### src/rtl/sirv_tl_fragmenter_8_pkg.sv
// Shared definitions for the 1-byte TileLink-UL fragmenter: field widths,
// opcode encodings, bus payload structs and a beat-count helper.
package sirv_tl_fragmenter_8_pkg;

  localparam int unsigned OPCODE_W  = 3;
  localparam int unsigned PARAM_W   = 3;
  localparam int unsigned SIZE_W    = 3;
  localparam int unsigned SOURCE_W  = 2;
  localparam int unsigned ADDR_W    = 30;
  localparam int unsigned MASK_W    = 1;
  localparam int unsigned DATA_W    = 8;
  localparam int unsigned D_PARAM_W = 2;
  localparam int unsigned NUM_SRC   = 1 << SOURCE_W;
  // Wide enough to hold (1 << size) - 1 for any 3-bit size.
  localparam int unsigned BEAT_W    = 8;

  // A-channel opcodes
  localparam logic [OPCODE_W-1:0] OP_PUT_FULL    = 3'd0;
  localparam logic [OPCODE_W-1:0] OP_PUT_PARTIAL = 3'd1;
  localparam logic [OPCODE_W-1:0] OP_ARITH       = 3'd2;
  localparam logic [OPCODE_W-1:0] OP_LOGIC       = 3'd3;
  localparam logic [OPCODE_W-1:0] OP_GET         = 3'd4;
  localparam logic [OPCODE_W-1:0] OP_HINT        = 3'd5;
  // D-channel opcodes
  localparam logic [OPCODE_W-1:0] OP_ACK         = 3'd0;
  localparam logic [OPCODE_W-1:0] OP_ACK_DATA    = 3'd1;

  typedef struct packed {
    logic [OPCODE_W-1:0] opcode;
    logic [PARAM_W-1:0]  param;
    logic [SIZE_W-1:0]   size;
    logic [SOURCE_W-1:0] source;
    logic [ADDR_W-1:0]   address;
    logic [MASK_W-1:0]   mask;
    logic [DATA_W-1:0]   data;
  } tl_a_t;

  typedef struct packed {
    logic [OPCODE_W-1:0]  opcode;
    logic [D_PARAM_W-1:0] param;
    logic [SIZE_W-1:0]    size;
    logic [SOURCE_W-1:0]  source;
    logic [DATA_W-1:0]    data;
    logic                 error;
  } tl_d_t;

  // Index of the last beat of a message of 2^size bytes.
  function automatic logic [BEAT_W-1:0] beats_m1(input logic [SIZE_W-1:0] size);
    return (BEAT_W'(1) << size) - BEAT_W'(1);
  endfunction

endpackage

### src/rtl/sirv_tl_frag_dtrack.sv
// Per-source response tracking for the fragmenter.
// A side: records the original request size on the first fragment.
// D side: looks up size / last-beat / sticky error for d_source and advances
// the beat counter and sticky error on accepted beats.
// Ports: clock, reset; a_wr_en/a_wr_source/a_wr_size (table write);
// d_source, d_fire, d_err_set, d_err_clr (D update); d_size_c, d_last_c,
// d_err_c (combinational lookups).
module sirv_tl_frag_dtrack
  import sirv_tl_fragmenter_8_pkg::*;
#(
  parameter int unsigned MAX_LOG = 3
) (
  input  logic                clock,
  input  logic                reset,
  input  logic                a_wr_en,
  input  logic [SOURCE_W-1:0] a_wr_source,
  input  logic [SIZE_W-1:0]   a_wr_size,
  input  logic [SOURCE_W-1:0] d_source,
  input  logic                d_fire,
  input  logic                d_err_set,
  input  logic                d_err_clr,
  output logic [SIZE_W-1:0]   d_size_c,
  output logic                d_last_c,
  output logic                d_err_c
);

  logic [SIZE_W-1:0]  size_tab [NUM_SRC];
  logic [MAX_LOG-1:0] d_cnt    [NUM_SRC];
  logic [NUM_SRC-1:0] err_tab;

  // D-side lookup; reads pre-write table contents
  always_comb begin
    d_size_c = size_tab[d_source];
    d_last_c = (BEAT_W'(d_cnt[d_source]) == beats_m1(size_tab[d_source]));
    d_err_c  = err_tab[d_source];
  end

  // Table and counter updates
  always_ff @(posedge clock) begin
    if (reset) begin
      for (int unsigned i = 0; i < NUM_SRC; i++) begin
        size_tab[i] <= '0;
        d_cnt[i]    <= '0;
      end
      err_tab <= '0;
    end else begin
      if (a_wr_en) begin
        size_tab[a_wr_source] <= a_wr_size;
      end
      if (d_fire) begin
        d_cnt[d_source] <= d_last_c ? '0 : d_cnt[d_source] + MAX_LOG'(1);
      end
      if (d_err_clr) begin
        err_tab[d_source] <= 1'b0;
      end else if (d_err_set) begin
        err_tab[d_source] <= 1'b1;
      end
    end
  end

endmodule

### src/rtl/sirv_tl_fragmenter_8.sv
// TileLink-UL fragmenter control stage for a 1-byte peripheral bus.
// A channel: zero-latency forward, fragments to size 0 with incrementing
// address; rpt asks the upstream repeater to re-present a Get beat.
// D channel: coalesces AccessAck beats into one response per message and
// restores the original size on every response.
// Ports: clock/reset; rpt; in_* (A in); out_* (A out); d_in_* (D in);
// d_out_* (D out).
module sirv_tl_fragmenter_8
  import sirv_tl_fragmenter_8_pkg::*;
#(
  parameter int unsigned MAX_LOG = 3
) (
  input  logic                 clock,
  input  logic                 reset,
  output logic                 rpt,
  output logic                 in_ready,
  input  logic                 in_valid,
  input  logic [OPCODE_W-1:0]  in_bits_opcode,
  input  logic [PARAM_W-1:0]   in_bits_param,
  input  logic [SIZE_W-1:0]    in_bits_size,
  input  logic [SOURCE_W-1:0]  in_bits_source,
  input  logic [ADDR_W-1:0]    in_bits_address,
  input  logic [MASK_W-1:0]    in_bits_mask,
  input  logic [DATA_W-1:0]    in_bits_data,
  input  logic                 out_ready,
  output logic                 out_valid,
  output logic [OPCODE_W-1:0]  out_bits_opcode,
  output logic [PARAM_W-1:0]   out_bits_param,
  output logic [SIZE_W-1:0]    out_bits_size,
  output logic [SOURCE_W-1:0]  out_bits_source,
  output logic [ADDR_W-1:0]    out_bits_address,
  output logic [MASK_W-1:0]    out_bits_mask,
  output logic [DATA_W-1:0]    out_bits_data,
  output logic                 d_in_ready,
  input  logic                 d_in_valid,
  input  logic [OPCODE_W-1:0]  d_in_bits_opcode,
  input  logic [D_PARAM_W-1:0] d_in_bits_param,
  input  logic [SIZE_W-1:0]    d_in_bits_size,
  input  logic [SOURCE_W-1:0]  d_in_bits_source,
  input  logic [DATA_W-1:0]    d_in_bits_data,
  input  logic                 d_in_bits_error,
  input  logic                 d_out_ready,
  output logic                 d_out_valid,
  output logic [OPCODE_W-1:0]  d_out_bits_opcode,
  output logic [D_PARAM_W-1:0] d_out_bits_param,
  output logic [SIZE_W-1:0]    d_out_bits_size,
  output logic [SOURCE_W-1:0]  d_out_bits_source,
  output logic [DATA_W-1:0]    d_out_bits_data,
  output logic                 d_out_bits_error
);

  logic [MAX_LOG-1:0] a_cnt;
  logic               a_is_get_c;
  logic               a_is_put_c;
  logic [SIZE_W-1:0]  a_eff_size_c;
  logic               a_last_c;
  logic               out_fire_c;
  tl_a_t              a_out_c;

  logic               d_is_ack_c;
  logic               d_drop_c;
  logic               d_fire_c;
  logic               d_err_set_c;
  logic               d_err_clr_c;
  logic [SIZE_W-1:0]  d_size_c;
  logic               d_last_c;
  logic               d_err_c;
  tl_d_t              d_out_c;

  // A-side fragment decode; atomics and hints are single fragments
  always_comb begin
    a_is_get_c   = (in_bits_opcode == OP_GET);
    a_is_put_c   = (in_bits_opcode == OP_PUT_FULL) || (in_bits_opcode == OP_PUT_PARTIAL);
    a_eff_size_c = (a_is_get_c || a_is_put_c) ? in_bits_size : '0;
    a_last_c     = (BEAT_W'(a_cnt) == beats_m1(a_eff_size_c));
    out_fire_c   = in_valid & out_ready;

    a_out_c         = '0;
    a_out_c.opcode  = in_bits_opcode;
    a_out_c.param   = in_bits_param;
    a_out_c.size    = '0;
    a_out_c.source  = in_bits_source;
    a_out_c.address = in_bits_address
                    | ADDR_W'(BEAT_W'(a_cnt) & beats_m1(a_eff_size_c));
    a_out_c.mask    = in_bits_mask;
    a_out_c.data    = in_bits_data;
  end

  assign out_valid        = in_valid;
  assign in_ready         = out_ready;
  assign rpt              = in_valid & a_is_get_c & ~a_last_c;
  assign out_bits_opcode  = a_out_c.opcode;
  assign out_bits_param   = a_out_c.param;
  assign out_bits_size    = a_out_c.size;
  assign out_bits_source  = a_out_c.source;
  assign out_bits_address = a_out_c.address;
  assign out_bits_mask    = a_out_c.mask;
  assign out_bits_data    = a_out_c.data;

  // Fragment counter within the current message
  always_ff @(posedge clock) begin
    if (reset) begin
      a_cnt <= '0;
    end else if (out_fire_c) begin
      a_cnt <= a_last_c ? '0 : a_cnt + MAX_LOG'(1);
    end
  end

  sirv_tl_frag_dtrack #(
    .MAX_LOG (MAX_LOG)
  ) u_dtrack (
    .clock       (clock),
    .reset       (reset),
    .a_wr_en     (out_fire_c & (a_cnt == '0)),
    .a_wr_source (in_bits_source),
    .a_wr_size   (in_bits_size),
    .d_source    (d_in_bits_source),
    .d_fire      (d_fire_c),
    .d_err_set   (d_err_set_c),
    .d_err_clr   (d_err_clr_c),
    .d_size_c    (d_size_c),
    .d_last_c    (d_last_c),
    .d_err_c     (d_err_c)
  );

  // D-side: swallow non-last AccessAck beats, fold their errors into the last
  always_comb begin
    d_is_ack_c  = (d_in_bits_opcode == OP_ACK);
    d_drop_c    = d_is_ack_c & ~d_last_c;
    d_fire_c    = d_in_valid & (d_drop_c | d_out_ready);
    d_err_set_c = d_fire_c & d_drop_c & d_in_bits_error;
    d_err_clr_c = d_fire_c & d_is_ack_c & d_last_c;

    d_out_c        = '0;
    d_out_c.opcode = d_in_bits_opcode;
    d_out_c.param  = d_in_bits_param;
    d_out_c.size   = d_size_c;
    d_out_c.source = d_in_bits_source;
    d_out_c.data   = d_in_bits_data;
    d_out_c.error  = d_in_bits_error | (d_is_ack_c & d_err_c);
  end

  // Incoming D size is always 0 on this bus; the restored size replaces it.
  logic d_in_size_unused_c;
  assign d_in_size_unused_c = ^d_in_bits_size;

  assign d_in_ready        = d_drop_c | d_out_ready;
  assign d_out_valid       = d_in_valid & ~d_drop_c;
  assign d_out_bits_opcode = d_out_c.opcode;
  assign d_out_bits_param  = d_out_c.param;
  assign d_out_bits_size   = d_out_c.size;
  assign d_out_bits_source = d_out_c.source;
  assign d_out_bits_data   = d_out_c.data;
  assign d_out_bits_error  = d_out_c.error;

endmodule

### config.mk
export PLATFORM = sky130hd
export DESIGN_NAME = sirv_tl_fragmenter_8
export DESIGN_NICKNAME = d
export VERILOG_FILES = /design/src/rtl/sirv_tl_fragmenter_8_pkg.sv /design/src/rtl/sirv_tl_frag_dtrack.sv /design/src/rtl/sirv_tl_fragmenter_8.sv
export SDC_FILE = /design/constraint.sdc
export NUM_CORES = 1
export LEC_CHECK = 0
export ABC_AREA = 1
export ABC_CLOCK_PERIOD_IN_PS = 6400
export BUFFER_PORTS_ARGS = -buffer_cell sky130_fd_sc_hd__buf_2
export CAP_MARGIN = 20
export CORE_AREA = 2 2 76 78
export DETAILED_ROUTE_END_ITERATION = 6
export DIE_AREA = 0 0 78 80
export PLACE_DENSITY = 0.94
export SETUP_SLACK_MARGIN = 0.5
export SYNTH_ARGS = -nofsm -noshare
export SYNTH_HDL_FRONTEND = slang
export SYNTH_SLANG_ARGS = --single-unit
### constraint.sdc
create_clock -name clock -period 6.4 [get_ports clock]
set_clock_uncertainty 0.15 [all_clocks]
set_input_delay 1.6 -clock clock [delete_from_list [all_inputs] [get_ports clock]]
set_output_delay 1.6 -clock clock [all_outputs]
set_load 0.02 [all_outputs]
==> impl_metrics.tcl, run 1 <==
set metrics [dict create \
    status "finished, final reports clean" \
    fin_nets 385 \
    wire_per_inst_um 11.6 \
    syn-cell-area_um2 2530 \
    power.switching_mw 0.148 \
    swShare_pct 30.4 \
    worstSetupPathType "input port to output pin" \
    grt_pass1_wl_um 7040 \
    synth_seq_cells 31 \
    crit_path_start_kind "input port" \
    cts_root_buffer "clkbuf_8" \
    report.final.slew_viol_count 0 \
    io_buffer_count 44 \
    synth_cells 317 \
    cts_hold_buf 0 \
    chipWidth_um 78 \
    pre_cts_slack_ps 923 \
    drtIter0Drc 84 \
    vias 1863 \
    num_rows 27 \
    dp_hpwl_um 3420 \
    register_area_um2 861 \
    tns_ps 0 \
    multi_input_area_um2 1020 \
    hold_viol_final 0 \
    seqPwrFrac_pct 47.2 \
    max_clock_freq_mhz 183 \
    yosysTopAreaCellShare_pct 28.4 \
    area_growth_pct -4.69 \
    final_common_cell "nand2_1" \
    arrival_ps 3720 \
    crit_path_max_fanout 17 \
    powerDensity_nw_per_um2 201 \
    gr-total-overflow 0 \
    htreeDepth 2 \
    core_um2 5410 \
    final.setup.worst_slack_ps 933 \
    slew_headroom_pct 60.2 \
    period_minus_slack_ps 5470 \
    fill_cells 527 \
    drt_wl_total_um 4330 \
    post-route-drc-count 0 \
    ios 149 \
    yosysTopAreaCell "edfxtp_1" \
    start_util_pct 46.9 \
    synth.avg_cell_area_um2 7.99 \
    track_usage_pct 14.4 \
    ctsResizeCount 0 \
    critPathMaxStageDelay_ps 320 \
    cts_tree "yes" \
    dieArea_um2 6240 \
    final_layout_size_suffix_gt1_share_pct 28.7 \
    crit_family "simple AND/OR/NAND/NOR gates" \
    cpMaxStageDelayCell "buf_2" \
    p_leak_nw 1.21 \
    postCtsSetupRepairBufs 0 \
    synth.distinct_cells 33 \
    path_clk_slew_ps 60 \
    cts_made_buffers 5 \
    first_global_vias 1727 \
    critPathBufInv 4 \
    cts_buffer_depth 2 \
    rsz0062_at_grt "false" \
    crit_chain "buf_2, inv_2, nand3_1, nand2_1, nor2_4, nand3_2, ha_1, inv_1, nand3_1, nand3_2, nor2_4, nand2_4, nand2_4, nand2_2, buf_2" \
    p_clk_share_pct 30.0 \
    crit_required_ps 4650 \
    post_drt_via_cell_ratio 4.97 \
    mostFrequentLayoutCells "66 x nand2_1, 44 x buf_2, 33 x nor2_1" \
    antenna_found_initial 0 \
    end_kind "output pin" \
    clkLatencyLatePin_ps 280 \
    die_h_um 80 \
    yosysSeqAreaShare_pct 34.0 \
    p_int_mw 0.339 \
    cts_sinks 31 \
    ys_top_cells_by_area "edfxtp_1 28%, buf_4 19%, nand2_1 9.8%, dfxtp_1 5.5%, nor2_1 4.9%" \
    dr.pass1.iters 5 \
    power_frac_comb_pct 22.7 \
    ir_worst_vdd_mv 0.127 \
    synth_flop_cell "edfxtp_1" \
    yosysWarnings 0 \
    hp-class "flip-flop to flip-flop" \
    grt_max_degree 18 \
    final_antenna_net_count 0 \
    finalCritPeriodShare_pct 85.4 \
    synth-edff-count 24 \
    place_congestion 0.856 \
    max_slew.worst_pin.slew_ps 592 \
    maxCapViolations 0 \
    setup_viol 0 \
    diodes 0 \
    async_flop_share_pct 0 \
]
==> worst paths after layout <==
kind,start,to,slack (ps),cells past startpoint
worst max register to register,u_dtrack.size_tab[2][1]$_SDFFCE_PN0P_,u_dtrack.d_cnt[3][2]$_DFFE_PP_,3560,14
worst min register to register,a_cnt[0]$_SDFFE_PP0P_,a_cnt[0]$_SDFFE_PP0P_,370,2
worst min-delay path,a_cnt[0]$_SDFFE_PP0P_,a_cnt[0]$_SDFFE_PP0P_,370,2
worst max-delay path,d_in_bits_source[0],d_in_ready,930,15
==> per-layer routing <==
metal  track usage [%]  routed length (µm)
met3              6.22                 379
met2              25.1                2160
met4              7.02                  76
met5                 0                   0
met1              14.8                1710
==> power by group through the flow <==
stage	clock network, mW	logic, mW	registers [mW]
floorplan	0	0.134	0.233
global placement	0	0.107	0.234
detailed placement	0	0.111	0.234
CTS	0.148	0.111	0.230
global route	0.157	0.123	0.231
finish	0.146	0.111	0.230
==> worst register-to-register path, stage by stage, from the launching register on <==
cell	delay [ps]
edfxtp_1	400
nand3_1	120
nand2_2	70
nor2_4	170
nand3_2	90
ha_1	310
inv_1	60
nand3_1	90
nand3_2	110
nor2_4	50
nand2_4	120
nand2_4	80
a21oi_4	160
inv_1	90
o21ai_0	400
==> layout make-up <==
class                           instances  area share [%]
Clock buffer                            7            3.16
Timing Repair Buffer                   44            9.12
Clock inverter                          1           0.207
Inverter                               36            5.70
Tap cell                               72            3.73
Multi-Input combinational cell        184            42.4
Sequential cell                        31            35.6
==> cells by family (layout without fill, tap and decap cells) <==
group,after synthesis,in the layout,synth area share (%)
AND/OR/NAND/NOR,152,152,30.0
buffers and inverters,104,88,25.9
flip-flops,31,31,34.0
AO/OA/AOI/OAI,18,18,5.04
adder cells (fa/ha/maj),8,8,3.95
XOR/XNOR,3,3,1.04
other,1,3,0.148
==> cell usage after synthesis, drive strengths merged, types with 3 or more instances <==
cell type	instances
o21ai	7
nand2	77
nor3	3
dfxtp	7
nand4	7
or2	3
buf	67
a21oi	7
nor2	43
nand3	17
inv	36
ha	8
edfxtp	24
==> metrics by stage <==
stage / util [%] / hold slack [ps] / area (µm²) / power [mW] / std cells
floorplan: - / 323 / 2540 / 0.367 / 319
global placement: 43.2 / 342 / 2330 / 0.340 / 367
detailed placement: 43.2 / 362 / 2330 / 0.345 / 367
CTS: 44.7 / 372 / 2410 / 0.489 / 375
global route: 44.7 / 417 / 2410 / 0.511 / 375
finish: 44.7 / 373 / 2410 / 0.486 / 375
Power figures use the tool's default switching activity.
==> run 2: changes to the inputs <==
- PLACE_DENSITY: 0.94 -> 0.93
==> impl_metrics.tcl, run 2 (synthesis gave the netlist of run 1 again) <==
set metrics [dict create \
    status "finished, final reports clean" \
    dp_cells 367 \
    hold_viol_final 0 \
    track_usage_pct 15.3 \
    powerDensity_nw_per_um2 203 \
    htreeDepth 2 \
    fin_nets 385 \
    first_global_vias 1788 \
    grt_pass1_wl_um 7470 \
    path_clk_slew_ps 70 \
    post_drt_via_cell_ratio 5.00 \
    tns_ps 0 \
    final_layout_size_suffix_gt1_share_pct 29.4 \
    setup_viol 0 \
    clkLatencyLatePin_ps 290 \
    chipWidth_um 78 \
    gr-total-overflow 0 \
    placed_cell_area_um2 2330 \
    grt_max_degree 18 \
    crit_required_ps 4650 \
    dieArea_um2 6240 \
    ios 149 \
    p_clk_share_pct 30.9 \
    power_frac_comb_pct 22.5 \
    report.final.slew_viol_count 0 \
    final_cells 375 \
    dr.pass1.iters 4 \
    place_congestion 0.847 \
    mostFrequentLayoutCells "66 x nand2_1, 44 x buf_2, 33 x nor2_1" \
    seqPwrFrac_pct 46.6 \
    p_leak_nw 1.21 \
    ir_worst_vdd_mv 0.123 \
    maxCapViolations 0 \
    rsz0062_at_grt "false" \
    ctsResizeCount 0 \
    cts_buffer_depth 2 \
    drt_wl_total_um 4360 \
    worstSetupPathType "input port to output pin" \
    vias 1875 \
    p_int_mw 0.338 \
    final_cell_area_um2 2420 \
    start_util_pct 46.9 \
    power.switching_mw 0.155 \
    swShare_pct 31.5 \
    die_h_um 80 \
    area_growth_pct -4.40 \
    cts_made_buffers 5 \
    hp-class "flip-flop to flip-flop" \
    num_rows 27 \
    end_kind "output pin" \
    cts_hold_buf 0 \
    drtIter0Drc 108 \
    dp_hpwl_um 3430 \
    final_common_cell "nand2_1" \
    core_um2 5410 \
    period_minus_slack_ps 5460 \
    max_clock_freq_mhz 183 \
    cts_sinks 31 \
    crit_path_start_kind "input port" \
    antenna_found_initial 0 \
    whs_ps 371 \
    max_slew.worst_pin.slew_ps 562 \
    finalCritPeriodShare_pct 85.4 \
    diodes 0 \
    postCtsSetupRepairBufs 0 \
    slew_headroom_pct 62.3 \
    crit_path_max_fanout 17 \
    cts_tree "yes" \
    final_antenna_net_count 0 \
    cts_root_buffer "clkbuf_8" \
    post-route-drc-count 0 \
    arrival_ps 3710 \
    io_buffer_count 44 \
    wire_per_inst_um 11.6 \
]
## run 2: cell count changes in the layout (fill, tap and decap cells not counted)
cell | previous run | this run
clkbuf_1 | 2 | 0
clkinvlp_4 | 0 | 2
## run 2: cell type report
type	count	area (µm²)
Inverter	36	138
Clock buffer	5	68.8
Multi-Input combinational cell	184	1020
Fill cell	535	2980
Tap cell	72	90.1
Clock inverter	3	20.0
Timing Repair Buffer	44	220
Sequential cell	31	861
## run 2: power groups by stage
stage               combinational, mW  sequential (mW)  clock, mW
floorplan                       0.134            0.233          0
detailed placement              0.111            0.234          0
finish                          0.111            0.230      0.152
CTS                             0.111            0.230      0.157
global route                    0.124            0.230      0.166
global placement                0.106            0.234          0
## run 2: routing by layer
layer  track usage (%)  routed length (µm)  part of all wire [%]
met5                 0                   0                     0
met4              7.54                  80                   1.8
met3              5.77                 398                   9.1
met2              27.8                2210                    51
met1              15.2                1680                    38
## run 2: worst paths after layout
| kind | start | endpoint | slack [ps] | cells past startpoint |
|---|---|---|---|---|
| min | a_cnt[1]$_SDFFE_PP0P_ | a_cnt[1]$_SDFFE_PP0P_ | 370 | 2 |
| max reg2reg | u_dtrack.size_tab[2][1]$_SDFFCE_PN0P_ | u_dtrack.d_cnt[1][0]$_SDFFCE_PN0P_ | 3500 | 14 |
| min reg2reg | a_cnt[1]$_SDFFE_PP0P_ | a_cnt[1]$_SDFFE_PP0P_ | 370 | 2 |
| max | d_in_bits_source[0] | d_in_ready | 940 | 15 |
## run 2: stage by stage
step                      util (%)  power (mW)  worst slack, ps
final                         44.8       0.493              936
after global routing          44.8       0.520              770
after CTS                     44.8       0.498              933
after detailed placement      43.2       0.345              938
after global placement        43.2       0.340             1010
after floorplan                  -       0.367             1280
## run 2: critical path, stage by stage
cell     delay, ps
buf_2          320
inv_2          170
nand3_1        110
nand2_1        100
nor2_4         180
nand3_2        100
ha_1           300
inv_1           40
nand3_1         90
nand3_2        110
nor2_4         130
nand2_4        110
nand2_4         90
nand2_2         80
buf_2          170
==> run 3: changes to the inputs <==
- ABC_CLOCK_PERIOD_IN_PS: 6400 -> 4400
- CORE_AREA: 2 2 76 78 -> 2 2 83 85
- DIE_AREA: 0 0 78 80 -> 0 0 85 87
- PLACE_DENSITY: 0.93 -> 0.84
- SKIP_LAST_GASP: unset -> 1
- clock period: 6.4 -> 4.4 ns (I/O delays scaled with it)
==> impl_metrics.tcl, run 3 (synthesis gave the netlist of run 1 again) <==
set metrics [dict create \
    setup_viol 0 \
    chipWidth_um 85 \
    hold_viol_final 0 \
    io_buffer_count 44 \
    crit_path_max_fanout 4 \
    die_h_um 87 \
    grt_max_degree 17 \
    cts_tree "yes" \
    power_frac_comb_pct 29.0 \
    hp-class "flip-flop to flip-flop" \
    num_rows 30 \
    slew_headroom_pct 55.5 \
    fin_nets 409 \
    register_area_um2 861 \
    first_global_vias 1823 \
    final_cells 407 \
    period_minus_slack_ps 4070 \
    area_growth_pct 13.2 \
    report.final.slew_viol_count 0 \
    final_antenna_net_count 0 \
    antenna_found_initial 0 \
    crit_chain "buf_6, a21oi_4, nand4_1, ha_2, xor2_1, ha_1, nor3_2, nand2_1, a21oi_2, nor4_2, buf_4" \
    path_clk_slew_ps 60 \
    dieArea_um2 7400 \
    arrival_ps 2820 \
    critPathMaxStageDelay_ps 330 \
    post-route-drc-count 0 \
    finalCritPeriodShare_pct 92.6 \
    rsz0062_at_grt "true" \
    wire_per_inst_um 12.8 \
    p_clk_share_pct 27.0 \
    cts_root_buffer "clkbuf_8" \
    start_util_pct 38.6 \
    final.setup.worst_slack_ps 327 \
    max_slew.worst_pin.slew_ps 663 \
    core_um2 6570 \
    dp_hpwl_um 3540 \
    p_leak_nw 1.37 \
    clkLatencyLatePin_ps 280 \
    htreeDepth 2 \
    p_int_mw 0.529 \
    place_congestion 0.815 \
    cts_buffer_depth 2 \
    post_drt_via_cell_ratio 4.80 \
    cpMaxStageDelayCell "ha_1" \
    pre_cts_slack_ps 87.8 \
    final_common_cell "nand2_1" \
    drt_wl_total_um 5200 \
    critPathBufInv 2 \
    swShare_pct 30.6 \
    crit_path_start_kind "input port" \
    grt_pass1_wl_um 7910 \
    diodes 0 \
    track_usage_pct 13.3 \
    end_kind "output pin" \
    gr-total-overflow 0 \
    crit_required_ps 3150 \
    crit_family "adder cells" \
    dp_cells 379 \
    mostFrequentLayoutCells "59 x nand2_1, 36 x buf_2, 33 x nor2_1" \
    cts_made_buffers 5 \
    ios 149 \
    seqPwrFrac_pct 44.1 \
    ir_worst_vdd_mv 0.104 \
    drtIter0Drc 96 \
    maxCapViolations 0 \
    vias 1955 \
    max_clock_freq_mhz 246 \
    cts_sinks 31 \
    status "finished, final reports clean" \
    power.switching_mw 0.233 \
    fill_cells 609 \
    multi_input_area_um2 1180 \
    tns_ps 0 \
    dr.pass1.iters 4 \
    worstSetupPathType "input port to output pin" \
    final_layout_size_suffix_gt1_share_pct 41.6 \
    powerDensity_nw_per_um2 266 \
]
==> run 3: cell count changes in the layout (fill, tap and decap cells not counted), moves of 3 or more <==
| cell | previous run | this run |
|---|---|---|
| nand2_2 | 5 | 10 |
| nand3_2 | 4 | 8 |
| ha_1 | 8 | 5 |
| a21oi_1 | 4 | 1 |
| nand3_1 | 13 | 6 |
| buf_2 | 44 | 36 |
| nand2_1 | 66 | 59 |
| buf_4 | 0 | 24 |
| nand3_4 | 0 | 3 |
| buf_6 | 0 | 3 |
==> run 3: final timing paths <==
check                                                      startpoint                            endpoint  slack [ps]  cells past startpoint
worst min-delay path                            a_cnt[0]$_SDFFE_PP0P_               a_cnt[0]$_SDFFE_PP0P_         380                      2
worst min register to register                  a_cnt[0]$_SDFFE_PP0P_               a_cnt[0]$_SDFFE_PP0P_         380                      2
worst max register to register  u_dtrack.size_tab[2][1]$_SDFFCE_PN0P_  u_dtrack.d_cnt[1][1]$_SDFFCE_PN0P_        1390                     15
worst max-delay path                                in_bits_opcode[2]                                 rpt         330                     11
==> run 3: through the flow <==
step | total power, mW | area (µm²) | hold slack (ps) | utilization, %
after floorplan | 0.536 | 2560 | 323 | -
after global placement | 0.501 | 2390 | 345 | 36.4
final | 0.762 | 2870 | 378 | 43.7
after detailed placement | 0.507 | 2390 | 355 | 36.4
after global routing | 0.800 | 2870 | 412 | 43.7
after CTS | 0.748 | 2760 | 377 | 42.0
==> run 3: what timing repair did <==
action                     CTS  global route
setup endpoints to repair    4             3
resized for setup           40            14
buffers inserted            14             4
hold buffers                 0             0
gates cloned                 1             1
pin swaps                   24            18
==> run 3: layout make-up <==
type / instances / area share (%)
Clock buffer: 6 / 2.53
Multi-Input combinational cell: 184 / 41.0
Tap cell: 80 / 3.49
Inverter: 36 / 5.23
Timing Repair Buffer: 68 / 17.5
Clock inverter: 2 / 0.262
Sequential cell: 31 / 30.0
==> run 3: power groups by stage <==
stage	Sequential, mW	Clock (mW)	Combinational [mW]
after floorplan	0.339	0	0.197
after global placement	0.340	0	0.161
after detailed placement	0.340	0	0.167
after CTS	0.335	0.209	0.204
after global routing	0.337	0.222	0.241
final	0.336	0.205	0.221
==> run 3: layer usage <==
| layer | part of all wire, % | track usage [%] |
|---|---|---|
| met4 | 3.7 | 8.08 |
| met3 | 4.5 | 3.22 |
| met2 | 54 | 23.9 |
| met1 | 38 | 13.9 |
| met5 | 0 | 0 |
==> run 3: worst min-delay path, delay by kind of cell, from the launching register on <==
| family | cells | cell delay (ps) |
|---|---|---|
| flops | 1 | 340 |
| compound gates | 1 | 50 |
| simple gates | 1 | 80 |
